### src/rtl/buscador_amostra_pwm_pkg.sv
// Shared types and constants for the sample fetcher / PWM player.
// State encodings are plain logic constants so older netlists keep the same codes.
package buscador_pkg;

  localparam int SAMPLE_W    = 8;
  localparam int WORD_ADDR_W = 22;

  localparam logic [SAMPLE_W-1:0] SILENCE = 8'h80;

  typedef logic [1:0] state_t;

  localparam state_t IDLE    = 2'd0;
  localparam state_t FETCH   = 2'd1;
  localparam state_t RELEASE = 2'd2;

endpackage

### src/rtl/buscador_amostra_pwm_if.sv
// Memory read bus: four-phase req/ack with the address held for the whole transaction.
// The master drives req/addr; the memory returns data/ack.
interface buscador_amostra_pwm_if #(
  parameter int SONG_W = 2
);
  localparam int ADDR_W = SONG_W + buscador_pkg::WORD_ADDR_W;

  logic                                mem_req;
  logic [ADDR_W-1:0]                   mem_addr;
  logic [buscador_pkg::SAMPLE_W-1:0]   mem_data;
  logic                                mem_ack;

  modport master (
    output mem_req,
    output mem_addr,
    input  mem_data,
    input  mem_ack
  );

  modport slave (
    input  mem_req,
    input  mem_addr,
    output mem_data,
    output mem_ack
  );

endinterface

### src/rtl/buscador_amostra_pwm_pwm_8bit.sv
// 8-bit PWM: free-running counter, duty reloaded only on the 255->0 wrap
// so a new sample never truncates or stretches a period already in progress.
module pwm_8bit
  import buscador_pkg::*;
(
  input  logic                clk,
  input  logic                reset,
  input  logic [SAMPLE_W-1:0] duty_i,
  output logic                pwm_o
);

  logic [SAMPLE_W-1:0] cnt_q;
  logic [SAMPLE_W-1:0] duty_q;
  logic                wrap;

  assign wrap = (cnt_q == 8'hFF);

  always_ff @(posedge clk or posedge reset) begin
    if (reset) begin
      cnt_q  <= '0;
      duty_q <= SILENCE;
    end else begin
      cnt_q <= cnt_q + 8'd1;
      if (wrap) duty_q <= duty_i;
    end
  end

  // Duty 0 never matches, duty 255 leaves only count 255 low.
  assign pwm_o = (cnt_q < duty_q);

endmodule

### src/rtl/buscador_amostra_pwm.sv
// Sample fetcher: on each tick reads one sample from memory and plays it via PWM.
// Optional VOLUME_EN macro adds a volume[1:0] port that attenuates around midscale.
module buscador_amostra_pwm
  import buscador_pkg::*;
#(
  parameter int NUM_MUSICAS = 4,
  parameter int SONG_W      = 2,
  parameter int TIMEOUT     = 255
) (
  input  logic                   clk,
  input  logic                   reset,
  input  logic                   count,
  input  logic [WORD_ADDR_W-1:0] endereco,
  input  logic                   prox_musica,
  buscador_amostra_pwm_if.master mem,
  output logic [SONG_W-1:0]      musica_atual,
  output logic                   pwm_out,
  output logic                   underrun
`ifdef VOLUME_EN
  ,
  input  logic [1:0]             volume
`endif
);

  localparam int TO_W = $clog2(TIMEOUT + 1);

  state_t                          state_q,    state_d;
  logic [TO_W-1:0]                 to_cnt_q,   to_cnt_d;
  logic [SONG_W+WORD_ADDR_W-1:0]   addr_q,     addr_d;
  logic                            req_q,      req_d;
  logic [SAMPLE_W-1:0]             sample_q,   sample_d;
  logic [SONG_W-1:0]               musica_q,   musica_d;
  logic                            underrun_q, underrun_d;
  logic                            prox_q;
  logic                            prox_rise;
  logic [SAMPLE_W-1:0]             captured;

`ifdef VOLUME_EN
  // Shift toward zero, then re-centre so the midscale point stays at 8'h80.
  function automatic logic [SAMPLE_W-1:0] scale_volume(
    input logic [SAMPLE_W-1:0] s,
    input logic [1:0]          vol
  );
    return (s >> vol) + (SILENCE - (SILENCE >> vol));
  endfunction

  assign captured = scale_volume(mem.mem_data, volume);
`else
  assign captured = mem.mem_data;
`endif

  assign prox_rise = prox_musica & ~prox_q;

  always_comb begin
    state_d    = state_q;
    to_cnt_d   = to_cnt_q;
    addr_d     = addr_q;
    req_d      = req_q;
    sample_d   = sample_q;
    musica_d   = musica_q;
    underrun_d = 1'b0;

    if (prox_rise) begin
      musica_d = (musica_q == SONG_W'(NUM_MUSICAS - 1)) ? '0 : musica_q + 1'b1;
    end

    // Address uses musica_q, so a coincident song edge still reads the old song.
    case (state_q)
      IDLE: begin
        if (count) begin
          addr_d   = {musica_q, endereco};
          req_d    = 1'b1;
          to_cnt_d = '0;
          state_d  = FETCH;
        end
      end
      FETCH: begin
        if (count) underrun_d = 1'b1;
        if (mem.mem_ack) begin
          sample_d = captured;
          req_d    = 1'b0;
          state_d  = RELEASE;
        end else if (to_cnt_q == TO_W'(TIMEOUT - 1)) begin
          underrun_d = 1'b1;
          req_d      = 1'b0;
          state_d    = RELEASE;
        end else begin
          to_cnt_d = to_cnt_q + 1'b1;
        end
      end
      RELEASE: begin
        if (count) underrun_d = 1'b1;
        if (!mem.mem_ack) state_d = IDLE;
      end
      default: begin
        req_d   = 1'b0;
        state_d = IDLE;
      end
    endcase
  end

  always_ff @(posedge clk or posedge reset) begin
    if (reset) begin
      state_q    <= IDLE;
      to_cnt_q   <= '0;
      addr_q     <= '0;
      req_q      <= 1'b0;
      sample_q   <= SILENCE;
      musica_q   <= '0;
      underrun_q <= 1'b0;
      prox_q     <= 1'b0;
    end else begin
      state_q    <= state_d;
      to_cnt_q   <= to_cnt_d;
      addr_q     <= addr_d;
      req_q      <= req_d;
      sample_q   <= sample_d;
      musica_q   <= musica_d;
      underrun_q <= underrun_d;
      prox_q     <= prox_musica;
    end
  end

  assign mem.mem_req  = req_q;
  assign mem.mem_addr = addr_q;
  assign musica_atual = musica_q;
  assign underrun     = underrun_q;

  pwm_8bit u_pwm (
    .clk    (clk),
    .reset  (reset),
    .duty_i (sample_q),
    .pwm_o  (pwm_out)
  );

endmodule

### src/flat_wrapper.sv
// flat-port wrapper written by rule: the top's interface ports become plain ports
module buscador_amostra_pwm_flat import buscador_pkg::*;
#(
  parameter int NUM_MUSICAS = 4,
  parameter int SONG_W      = 2,
  parameter int TIMEOUT     = 255
)
  (clk, reset, count, endereco, prox_musica, musica_atual, pwm_out, underrun, mem_mem_req, mem_mem_addr, mem_mem_data, mem_mem_ack);
  buscador_amostra_pwm_if #(.SONG_W(SONG_W)) mem_i ();
  input  logic clk;
  input  logic reset;
  input  logic count;
  input  logic [WORD_ADDR_W-1:0] endereco;
  input  logic prox_musica;
  output logic [SONG_W-1:0] musica_atual;
  output logic pwm_out;
  output logic underrun;
  output wire logic [$bits(mem_i.mem_req)-1:0] mem_mem_req;
  output wire logic [$bits(mem_i.mem_addr)-1:0] mem_mem_addr;
  input wire logic [$bits(mem_i.mem_data)-1:0] mem_mem_data;
  input wire logic [$bits(mem_i.mem_ack)-1:0] mem_mem_ack;
  assign mem_mem_req = mem_i.mem_req;
  assign mem_mem_addr = mem_i.mem_addr;
  assign mem_i.mem_data = mem_mem_data;
  assign mem_i.mem_ack = mem_mem_ack;
  buscador_amostra_pwm #(.NUM_MUSICAS(NUM_MUSICAS), .SONG_W(SONG_W), .TIMEOUT(TIMEOUT)) u_core (.clk(clk), .reset(reset), .count(count), .endereco(endereco), .prox_musica(prox_musica), .mem(mem_i), .musica_atual(musica_atual), .pwm_out(pwm_out), .underrun(underrun));
endmodule
### config.mk
export PLATFORM = sky130hd
export DESIGN_NAME = buscador_amostra_pwm_flat
export DESIGN_NICKNAME = d
export VERILOG_FILES = /design/src/rtl/buscador_amostra_pwm_pkg.sv /design/src/rtl/buscador_amostra_pwm_if.sv /design/src/rtl/buscador_amostra_pwm_pwm_8bit.sv /design/src/rtl/buscador_amostra_pwm.sv /design/src/flat_wrapper.sv
export SDC_FILE = /design/constraint.sdc
export NUM_CORES = 1
export LEC_CHECK = 0
export BUFFER_PORTS_ARGS = -buffer_cell sky130_fd_sc_hd__buf_4
export CORE_MARGIN = 3
export CORE_UTILIZATION = 44
export CTS_BUF_LIST = sky130_fd_sc_hd__clkbuf_8
export DETAILED_ROUTE_END_ITERATION = 7
export PLACE_DENSITY_LB_ADDON = 0.3
export SETUP_SLACK_MARGIN = 0.02
export SYNTH_ARGS = -nofsm -noshare
export SYNTH_HDL_FRONTEND = slang
export SYNTH_SLANG_ARGS = --single-unit
### constraint.sdc
create_clock -name clk -period 3.45 [get_ports clk]
set_input_delay 0 -clock clk [delete_from_list [all_inputs] [get_ports clk]]
set_output_delay 0 -clock clk [all_outputs]
set_load 0.02 [all_outputs]
==> results_dict.tcl, run 1 <==
set metrics [dict create \
    status "finished clean" \
    antenna_found_initial 0 \
    ys_ff_latch 63 \
    ys_top_cells_by_area "dfrtp_1 54%, mux2_2 14%, ha_1 6.6%" \
    hold_class "in2reg" \
    num_vias 2034 \
    ys.flop_type "dfrtp_1" \
    avgSynthCellArea_sq_um 13.2 \
    crit_type "reg2reg" \
    finalWirelength_microns 6040 \
    clk_pin_slew_ns 0.07 \
    cpPeakStageDelay_ns 0.74 \
    drive_above_1_share_pct 39.2 \
    setup_viol 0 \
    hold_viol 0 \
    io-pin-count 64 \
    cp_top_family "simple AND/OR/NAND/NOR gates" \
    port_buffers 63 \
    row_count 28 \
    min_period_ns 1.99 \
    cp_max_fo 24 \
    drtAntennaViolNets 0 \
    syn_inst 215 \
    post-cts-setup-buffers 0 \
    yosys.area.top_type_share_pct 53.8 \
    rsz0062_at_grt "no" \
    grt_pass1_wl_microns 10200 \
    dp_hpwl_microns 3990 \
    yosysMostFrequentCell "dfrtp_1" \
    core-area_sq_mm 0.00610 \
    nets 369 \
    drc 0 \
    die_height_microns 86.3 \
    area_delta_synth_final_pct 37.2 \
    finClkSkew_ns 0.00514 \
    place_ws_ns 1.47 \
    cts_root_buf "clkbuf_8" \
    grt_max_degree 46 \
    dr.pass1.iters 4 \
    wl_per_cell_microns 15.1 \
    avgViaCountPerCell 5.10 \
    fin_setup_tns_ns 0 \
    layout_setup_ws_ns 1.46 \
    required_ns 3.67 \
    postLayoutCoreUtil_pct 63.9 \
    numCtsBuffers 9 \
    clk_latency_ns 0.34 \
    antenna_cells 0 \
    dieWidth_microns 86.3 \
    p_leak_nw 1.81 \
    cts_tree "built" \
    drtIter0Drc 87 \
    critPathArrivalTime_ns 2.21 \
    cp_num_buf_inv 1 \
    worst_slew_pin_slew_ns 0.989 \
    synth_common_cells "61 x dfrtp_1, 35 x mux2_2, 15 x ha_1" \
    synth_cell_type_count 40 \
    maxCapViolations 0 \
    initial_core_util_pct 46.6 \
    crit_path_cell_trace "inv_1 > ha_1 > nand2_1 > mux2_2" \
    netlist_area_sq_mm 0.00284 \
    end_kind "flop" \
    slew_violations 0 \
    grt-ovfl-total 0 \
    powerDensity_mw_per_mm2 723 \
    gp_congestion 0.761 \
    first_global_vias 2176 \
    crit_slowest_cell "nand2_1" \
    synth-edff-count 0 \
    max_slew_margin_pct 33.9 \
    syn-num-nets 265 \
    yosysWarnings 0 \
    min_period_over_period_pct 57.6 \
    cts_max_path_buffers 2 \
    synth-seq-area-share_pct 55.6 \
    setup.worst_path.start_class "flop" \
    post_cts_resize_count 0 \
    htreeDepth 3 \
    timing.fmax_ghz 0.504 \
    cts.sink_count 63 \
    synth_top_cell_by_area "dfrtp_1" \
    dieArea_sq_mm 0.00745 \
    synth-async-reset-ratio_pct 100 \
    peakVddDrop_uv 473 \
    grt_util_all_layers_pct 17.5 \
]
==> where the power goes <==
part	internal, mW	switching [mW]	total (mW)	leakage [nW]
sequential	0.983	0.139	1.12	0.778
clock	0.292	0.276	0.568	0.0977
combinational	0.566	0.560	1.13	0.938
total	1.84	0.975	2.82	1.81
==> what timing repair did <==
action,4_1_cts,5_1_grt
hold buffers,32,0
setup endpoints to repair,0,0
hold endpoints to repair,73,0
==> layout by cell type (no fill, tap or decap), types with 3 or more instances in the layout <==
master / count
and2_1: 3
mux2_2: 35
nand4_1: 5
nor2_1: 3
nand2_1: 11
ha_1: 15
dlygate4sd3_1: 32
o21ai_0: 7
xnor2_1: 4
nor2b_1: 3
clkbuf_8: 11
nand3_1: 4
dfrtp_1: 61
buf_4: 64
mux2_1: 10
a31oi_1: 3
inv_1: 13
a21oi_1: 5
o21ai_1: 4
==> registers in the layout (all words and copies together) (netlist names) <==
signal / flops
u_core.mem.mem_addr: 24
u_core.sample_q: 8
u_core.to_cnt_q: 8
u_core.u_pwm.cnt_q: 8
u_core.u_pwm.duty_q: 8
u_core.musica_atual: 2
u_core.state_q: 2
u_core.mem.mem_req: 1
u_core.prox_q: 1
u_core.underrun: 1
==> metal layers <==
layer / routed length (microns) / global-route usage (%) / vias up
li1: - / - / 977
met1: 2510 / 21.5 / 1000
met2: 3140 / 29.0 / 44
met3: 231 / 3.61 / 13
met4: 161 / 9.21 / 0
met5: 0 / 0 / -
==> logic make-up (layout without fill, tap and decap cells) <==
| kind of cell | count (synthesis) | count (layout) | synth area share (%) |
|---|---|---|---|
| simple gates | 39 | 39 | 7.80 |
| buf+inv | 16 | 125 | 2.25 |
| flops | 63 | 63 | 55.6 |
| mux | 45 | 45 | 17.8 |
| compound gates | 31 | 31 | 8.02 |
| xor+xnor | 6 | 6 | 1.85 |
| fa+ha+maj | 15 | 15 | 6.61 |
==> area by class of cell <==
class | instances | area, sq um
well taps | 75 | 93.8
clock buffers | 11 | 151
clock inverters | 5 | 25.0
flip-flops and latches | 63 | 1580
multi-input cells | 136 | 1200
fillers | 487 | 2200
inverters | 13 | 48.8
repair buffers | 96 | 801
==> final timing paths <==
check                                  startpoint                      end  slack (ns)  cells after the start
max                             u_core.state_q[0]  u_core.mem.mem_addr[18]        1.46                      4
min in group asynchronous                   reset  u_core.mem.mem_addr[20]        0.44                      3
min                                   mem_mem_ack        u_core.state_q[0]        0.06                      3
max reg2reg                     u_core.state_q[0]  u_core.mem.mem_addr[18]        1.46                      4
max in group asynchronous                   reset       u_core.to_cnt_q[0]        2.20                      4
min reg2reg                u_core.u_pwm.duty_q[4]   u_core.u_pwm.duty_q[4]        0.49                      1
==> worst reg2reg max path, cell delays in order (launching register included) <==
cell and delay (ns):
dfrtp_1 0.37, inv_1 0.09, ha_1 0.25, nand2_1 0.74
mux2_2 0.43
==> per-stage QoR <==
stage	total power, mW	std cells	hold WS [ns]	cell area (sq um)
after floorplan	1.81	215	0.0314	2840
after global placement	2.19	351	0.117	3400
after detailed placement	2.24	351	0.122	3400
after CTS	2.84	399	0.0565	3890
after global routing	2.99	399	0.0798	3890
final	2.82	399	0.0637	3890
No activity file was read; power rests on OpenSTA's default activity.
==> run 2: changes to the inputs <==
==> constraint.sdc (replaced) <==
create_clock -name clk -period 1.6 [get_ports clk]
set_input_delay 0 -clock clk [delete_from_list [all_inputs] [get_ports clk]]
set_output_delay 0 -clock clk [all_outputs]
set_load 0.02 [all_outputs]
==> run 2 against run 1 <==
  * Highest routed layer unchanged
  * Setup slack worse by 1.7 ns
  * The run now ends with negative setup slack left
  * Clock skew up 0.0045 ns
  * Worst hold slack worse by 0.0021 ns
  * Sequential share of layout area down 2.7 points
  * Critical path depth up 2
==> results_dict.tcl, run 2 (synthesis gave the netlist of run 1 again) <==
set metrics [dict create \
    grt_util_all_layers_pct 17.5 \
    cp_max_fo 2 \
    finalNonFillerCells 416 \
    drtIter0Drc 83 \
    required_ns 1.60 \
    io-pin-count 64 \
    dp.cells 364 \
    clk_latency_ns 0.34 \
    drc 0 \
    slew_violations 0 \
    nets 387 \
    cts_root_buf "clkbuf_8" \
    cts.sink_count 63 \
    core-area_sq_mm 0.00610 \
    worst_slew_pin_slew_ns 0.438 \
    drive_above_1_share_pct 47.2 \
    peakVddDrop_uv 1260 \
    antenna_cells 0 \
    p_leak_nw 1.95 \
    wl_per_cell_microns 14.7 \
    dr.pass1.iters 4 \
    initial_core_util_pct 46.6 \
    hold_class "in2reg" \
    min_period_over_period_pct 115 \
    grt_pass1_wl_microns 9980 \
    max_slew_margin_pct 70.8 \
    rsz0062_at_grt "yes" \
    cts_tree "built" \
    numCtsBuffers 9 \
    htreeDepth 3 \
    critPathArrivalTime_ns 1.85 \
    min_period_ns 1.85 \
    first_global_vias 2164 \
    avgViaCountPerCell 4.90 \
    gp_congestion 0.859 \
    num_vias 2040 \
    hold_viol 0 \
    timing.fmax_ghz 0.542 \
    port_buffers 63 \
    final_cell_mix "78 x buf_4, 61 x dfrtp_1, 35 x mux2_2, 32 x dlygate4sd3_1, 13 x ha_1" \
    layout_setup_ws_ns -0.247 \
    fin_setup_tns_ns -0.247 \
    area_delta_synth_final_pct 47.0 \
    finClkSkew_ns 0.00964 \
    status "complete, but fails checks" \
    crit_type "reg2out" \
    row_count 28 \
    setup_viol 1 \
    cts_max_path_buffers 2 \
    mostFrequentLayoutCell "buf_4" \
    largest_reg_flops 24 \
    maxCapViolations 0 \
    grt_max_degree 33 \
    clk_pin_slew_ns 0.07 \
    grt-ovfl-total 0 \
    finalWirelength_microns 6120 \
    violations "negative setup slack" \
    setup.worst_path.start_class "flop" \
    place_ws_ns 0.00495 \
    end_kind "output port" \
    die_height_microns 86.3 \
    dieWidth_microns 86.3 \
    powerDensity_mw_per_mm2 1550 \
    dieArea_sq_mm 0.00745 \
    antenna_found_initial 0 \
    dp_hpwl_microns 4030 \
    drtAntennaViolNets 0 \
    fillers 440 \
]
[run 2: cell count changes in the layout (fill, tap and decap cells not counted), sizes merged]
cell,previous run,this run
buf,64,82
clkbuf,11,12
inv,15,13
[run 2: report_power, final]
part | internal [mW] | leakage (nW) | switching [mW]
registers | 2.12 | 0.778 | 0.283
clock network | 0.676 | 0.0942 | 0.625
logic | 1.45 | 1.08 | 1.31
[run 2: critical path, cell delays in order (launching register included)]
cell and delay [ns]:
dfrtp_1 0.38, ha_1 0.30, a21o_1 0.15, a31oi_1 0.13, o21ai_1 0.11, a221oi_2 0.24, buf_4 0.18
[run 2: repair_timing]
item                                    in CTS  in global routing
pin swaps                                    4                  7
endpoints found under the setup margin       6                 21
setup buffers                                2                  3
resized for setup                            4                 18
hold buffers                                32                  0
hold endpoints to repair                    49                  0
[run 2: per-stage QoR]
| stage | utilization (%) | instance area [sq um] | hold slack, ns | power (mW) |
|---|---|---|---|---|
| floorplan | - | 2850 | 0.0314 | 3.90 |
| global route | 68.5 | 4170 | 0.0524 | 6.83 |
| global placement | 57.9 | 3530 | 0.0333 | 4.84 |
| finish | 68.5 | 4170 | 0.0616 | 6.46 |
| CTS | 66.6 | 4060 | 0.0491 | 6.32 |
| detailed placement | 57.9 | 3530 | 0.0452 | 4.90 |
[run 2: final cells by class]
type                            instances  area [sq um]  area share, %
Tap cell                               75          93.8           2.25
Clock inverter                          3          17.5          0.420
Multi-Input combinational cell        136          1290           30.9
Sequential cell                        63          1580           37.8
Timing Repair Buffer                  114           977           23.4
Clock buffer                           12           165           3.96
Inverter                               13          48.8           1.17
[run 2: metal layers]
layer / track usage (%) / vias up / routed length, microns
li1: - / 1005 / -
met1: 21.4 / 977 / 2640
met2: 28.0 / 45 / 3060
met3: 6.65 / 13 / 274
met4: 6.80 / 0 / 144
met5: 0 / - / 0
[run 2: worst paths after layout]
path | startpoint | endpoint | slack (ns) | cells past startpoint
setup / recovery | u_core.u_pwm.cnt_q[2] | pwm_out | -0.25 | 6
hold / removal | mem_mem_ack | u_core.state_q[0] | 0.06 | 3
setup reg to reg | u_core.to_cnt_q[0] | u_core.state_q[1] | 0.04 | 6
hold reg to reg | u_core.u_pwm.duty_q[2] | u_core.u_pwm.duty_q[2] | 0.49 | 1
max in group asynchronous | reset | u_core.u_pwm.duty_q[7] | 0.80 | 4
min in group asynchronous | reset | u_core.mem.mem_addr[20] | 0.22 | 3
==> run 3: changes to the inputs <==
--- a/config.mk
+++ b/config.mk
@@ -5,11 +5,11 @@
 export SDC_FILE = /design/constraint.sdc
 export NUM_CORES = 1
 export LEC_CHECK = 0
-export BUFFER_PORTS_ARGS = -buffer_cell sky130_fd_sc_hd__buf_4
 export CORE_MARGIN = 3
-export CORE_UTILIZATION = 44
+export CORE_UTILIZATION = 53
 export CTS_BUF_LIST = sky130_fd_sc_hd__clkbuf_8
 export DETAILED_ROUTE_END_ITERATION = 7
+export DONT_BUFFER_PORTS = 1
 export PLACE_DENSITY_LB_ADDON = 0.3
 export SETUP_SLACK_MARGIN = 0.02
 export SYNTH_ARGS = -nofsm -noshare
==> run 3 against run 2 <==
  * Largest power group is now sequential cells
  * Global-route usage increased by 3.9 points
  * Via count decreased by 4.2%
  * The flow still finishes with violations (negative setup slack)
  * Count of clock-buffer cells in the layout decreased by 3
==> results_dict.tcl, run 3 (synthesis gave the netlist of run 1 again) <==
set metrics [dict create \
    status "complete, but fails checks" \
    violations "negative setup slack" \
    dieArea_sq_mm 0.00627 \
    dieWidth_microns 79.2 \
    grt_pass1_wl_microns 9960 \
    final_area_sq_mm 0.00384 \
    setup.worst_path.start_class "flop" \
    power.internal_mw 3.91 \
    drtIter0Drc 102 \
    dp_hpwl_microns 3670 \
    wl_per_cell_microns 18.3 \
    critPathArrivalTime_ns 1.92 \
    mostFrequentLayoutCell "dfrtp_1" \
    dr.pass1.iters 4 \
    grt_max_degree 43 \
    grt-ovfl-total 0 \
    seq_area_sq_mm 0.00158 \
    slew_violations 0 \
    pwr-share-clk_pct 21.7 \
    core-area_sq_mm 0.00514 \
    first_global_vias 2046 \
    cp_max_fo 5 \
    crit_type "reg2out" \
    end_kind "output port" \
    powerDensity_mw_per_mm2 1600 \
    required_ns 1.60 \
    cts_max_path_buffers 2 \
    die_height_microns 79.2 \
    max_slew_margin_pct 67.2 \
    antenna_found_initial 0 \
    clk_pin_slew_ns 0.07 \
    combPwrFrac_pct 30.4 \
    nets 333 \
    p_leak_nw 1.71 \
    timing.fmax_ghz 0.520 \
    largest_reg_flops 24 \
    maxCapViolations 0 \
    grt_util_all_layers_pct 21.4 \
    finalWirelength_microns 6540 \
    area_delta_synth_final_pct 35.1 \
    place_ws_ns -0.0536 \
    p_total_mw 6.15 \
    fillers 345 \
    htreeDepth 3 \
    min_period_over_period_pct 120 \
    row_count 26 \
    finClkSkew_ns 0.0101 \
    num_vias 1954 \
    peakVddDrop_uv 1180 \
    cts_tree "built" \
    fin_setup_tns_ns -0.325 \
    pwr-share-seq_pct 47.9 \
    switching_share_pct 36.4 \
    cts_root_buf "clkbuf_8" \
    antenna_cells 0 \
    layout_setup_ws_ns -0.325 \
    final_cell_mix "59 x dfrtp_1, 35 x mux2_2, 35 x dlygate4sd3_1, 19 x buf_4, 11 x nand2_1" \
    p_switching_mw 2.24 \
    drtAntennaViolNets 0 \
    place_area_sq_mm 0.00305 \
    numCtsBuffers 9 \
    drive_above_1_share_pct 38.5 \
    clk_latency_ns 0.34 \
    hold_viol 0 \
    gp_congestion 0.804 \
    avgViaCountPerCell 5.46 \
    hold_class "in2reg" \
    rsz0062_at_grt "yes" \
    multi_input_area_sq_mm 0.00132 \
    initial_core_util_pct 55.2 \
    drc 0 \
    worst_slew_pin_slew_ns 0.491 \
    cts.sink_count 63 \
    min_period_ns 1.92 \
    setup_viol 1 \
    port_buffers 0 \
    io-pin-count 64 \
]
-- run 3: cell count changes in the layout (fill, tap and decap cells not counted), moves of 3 or more --
cell | previous run | this run
dlygate4sd3_1 | 32 | 35
ha_1 | 13 | 10
clkbuf_8 | 12 | 9
buf_4 | 78 | 19
o21ai_0 | 6 | 3
-- run 3: layout make-up --
class                      instances  share of cell area, %
timing repair buffer              60                   15.8
clock inverter                     7                   1.70
sequential                        63                   41.2
multi-input combinational        136                   34.5
tap                               70                   2.28
clock buffer                       9                   3.23
inverter                          13                   1.34
-- run 3: metrics by stage --
stage,util (%),hold WS (ns),instances
CTS,71.3,0.0155,352
floorplan,-,0.0314,215
detailed placement,59.4,-0.0714,295
global placement,59.4,-0.0760,295
finish,74.6,0.0337,358
global route,74.6,0.0207,358
-- run 3: path summary, 6_finish.rpt --
check / start / endpoint / slack [ns] / cells after the start
worst min register to register: u_core.sample_q[4] / u_core.u_pwm.duty_q[4] / 0.49 / 1
worst max register to register: u_core.to_cnt_q[0] / u_core.state_q[1] / 0 / 6
max in group asynchronous: reset / u_core.u_pwm.duty_q[7] / 0.78 / 3
min in group asynchronous: reset / u_core.to_cnt_q[5] / 0.18 / 2
worst min-delay path: prox_musica / u_core.musica_atual[0] / 0.03 / 2
worst max-delay path: u_core.u_pwm.cnt_q[1] / pwm_out / -0.32 / 6
-- run 3: power groups by stage --
stage	combinational, mW	clock (mW)	sequential [mW]
5_1_grt	2.02	1.47	3.01
2_1_floorplan	1.06	0	2.84
3_5_place_dp	1.37	0	2.94
4_1_cts	1.58	1.36	2.92
6_report	1.87	1.33	2.95
3_3_place_gp	1.33	0	2.92
-- run 3: repair_timing --
item / CTS / global route
gates resized for setup: 8 / 26
endpoints found under the hold margin: 96 / 1
setup buffers: 7 / 5
pin swaps: 7 / 11
hold buffers: 34 / 1
cloned: 0 / 0
setup endpoints to repair: 11 / 20
-- run 3: routing by layer --
layer / wire length [microns] / up-vias / share of wire, % / global-route usage, %
li1: - / 900 / - / -
met4: 180 / 0 / 2.8 / 10.5
met1: 2440 / 979 / 37 / 24.4
met5: 0 / - / 0 / 0
met3: 332 / 19 / 5.1 / 6.58
met2: 3580 / 56 / 55 / 36.4
-- run 3: critical path: stages, from the launching register on --
cell and delay [ns]:
dfrtp_2 0.45, ha_2 0.20, a21o_1 0.18, a31oi_1 0.16
o21ai_1 0.12, a221oi_2 0.29, buf_4 0.20
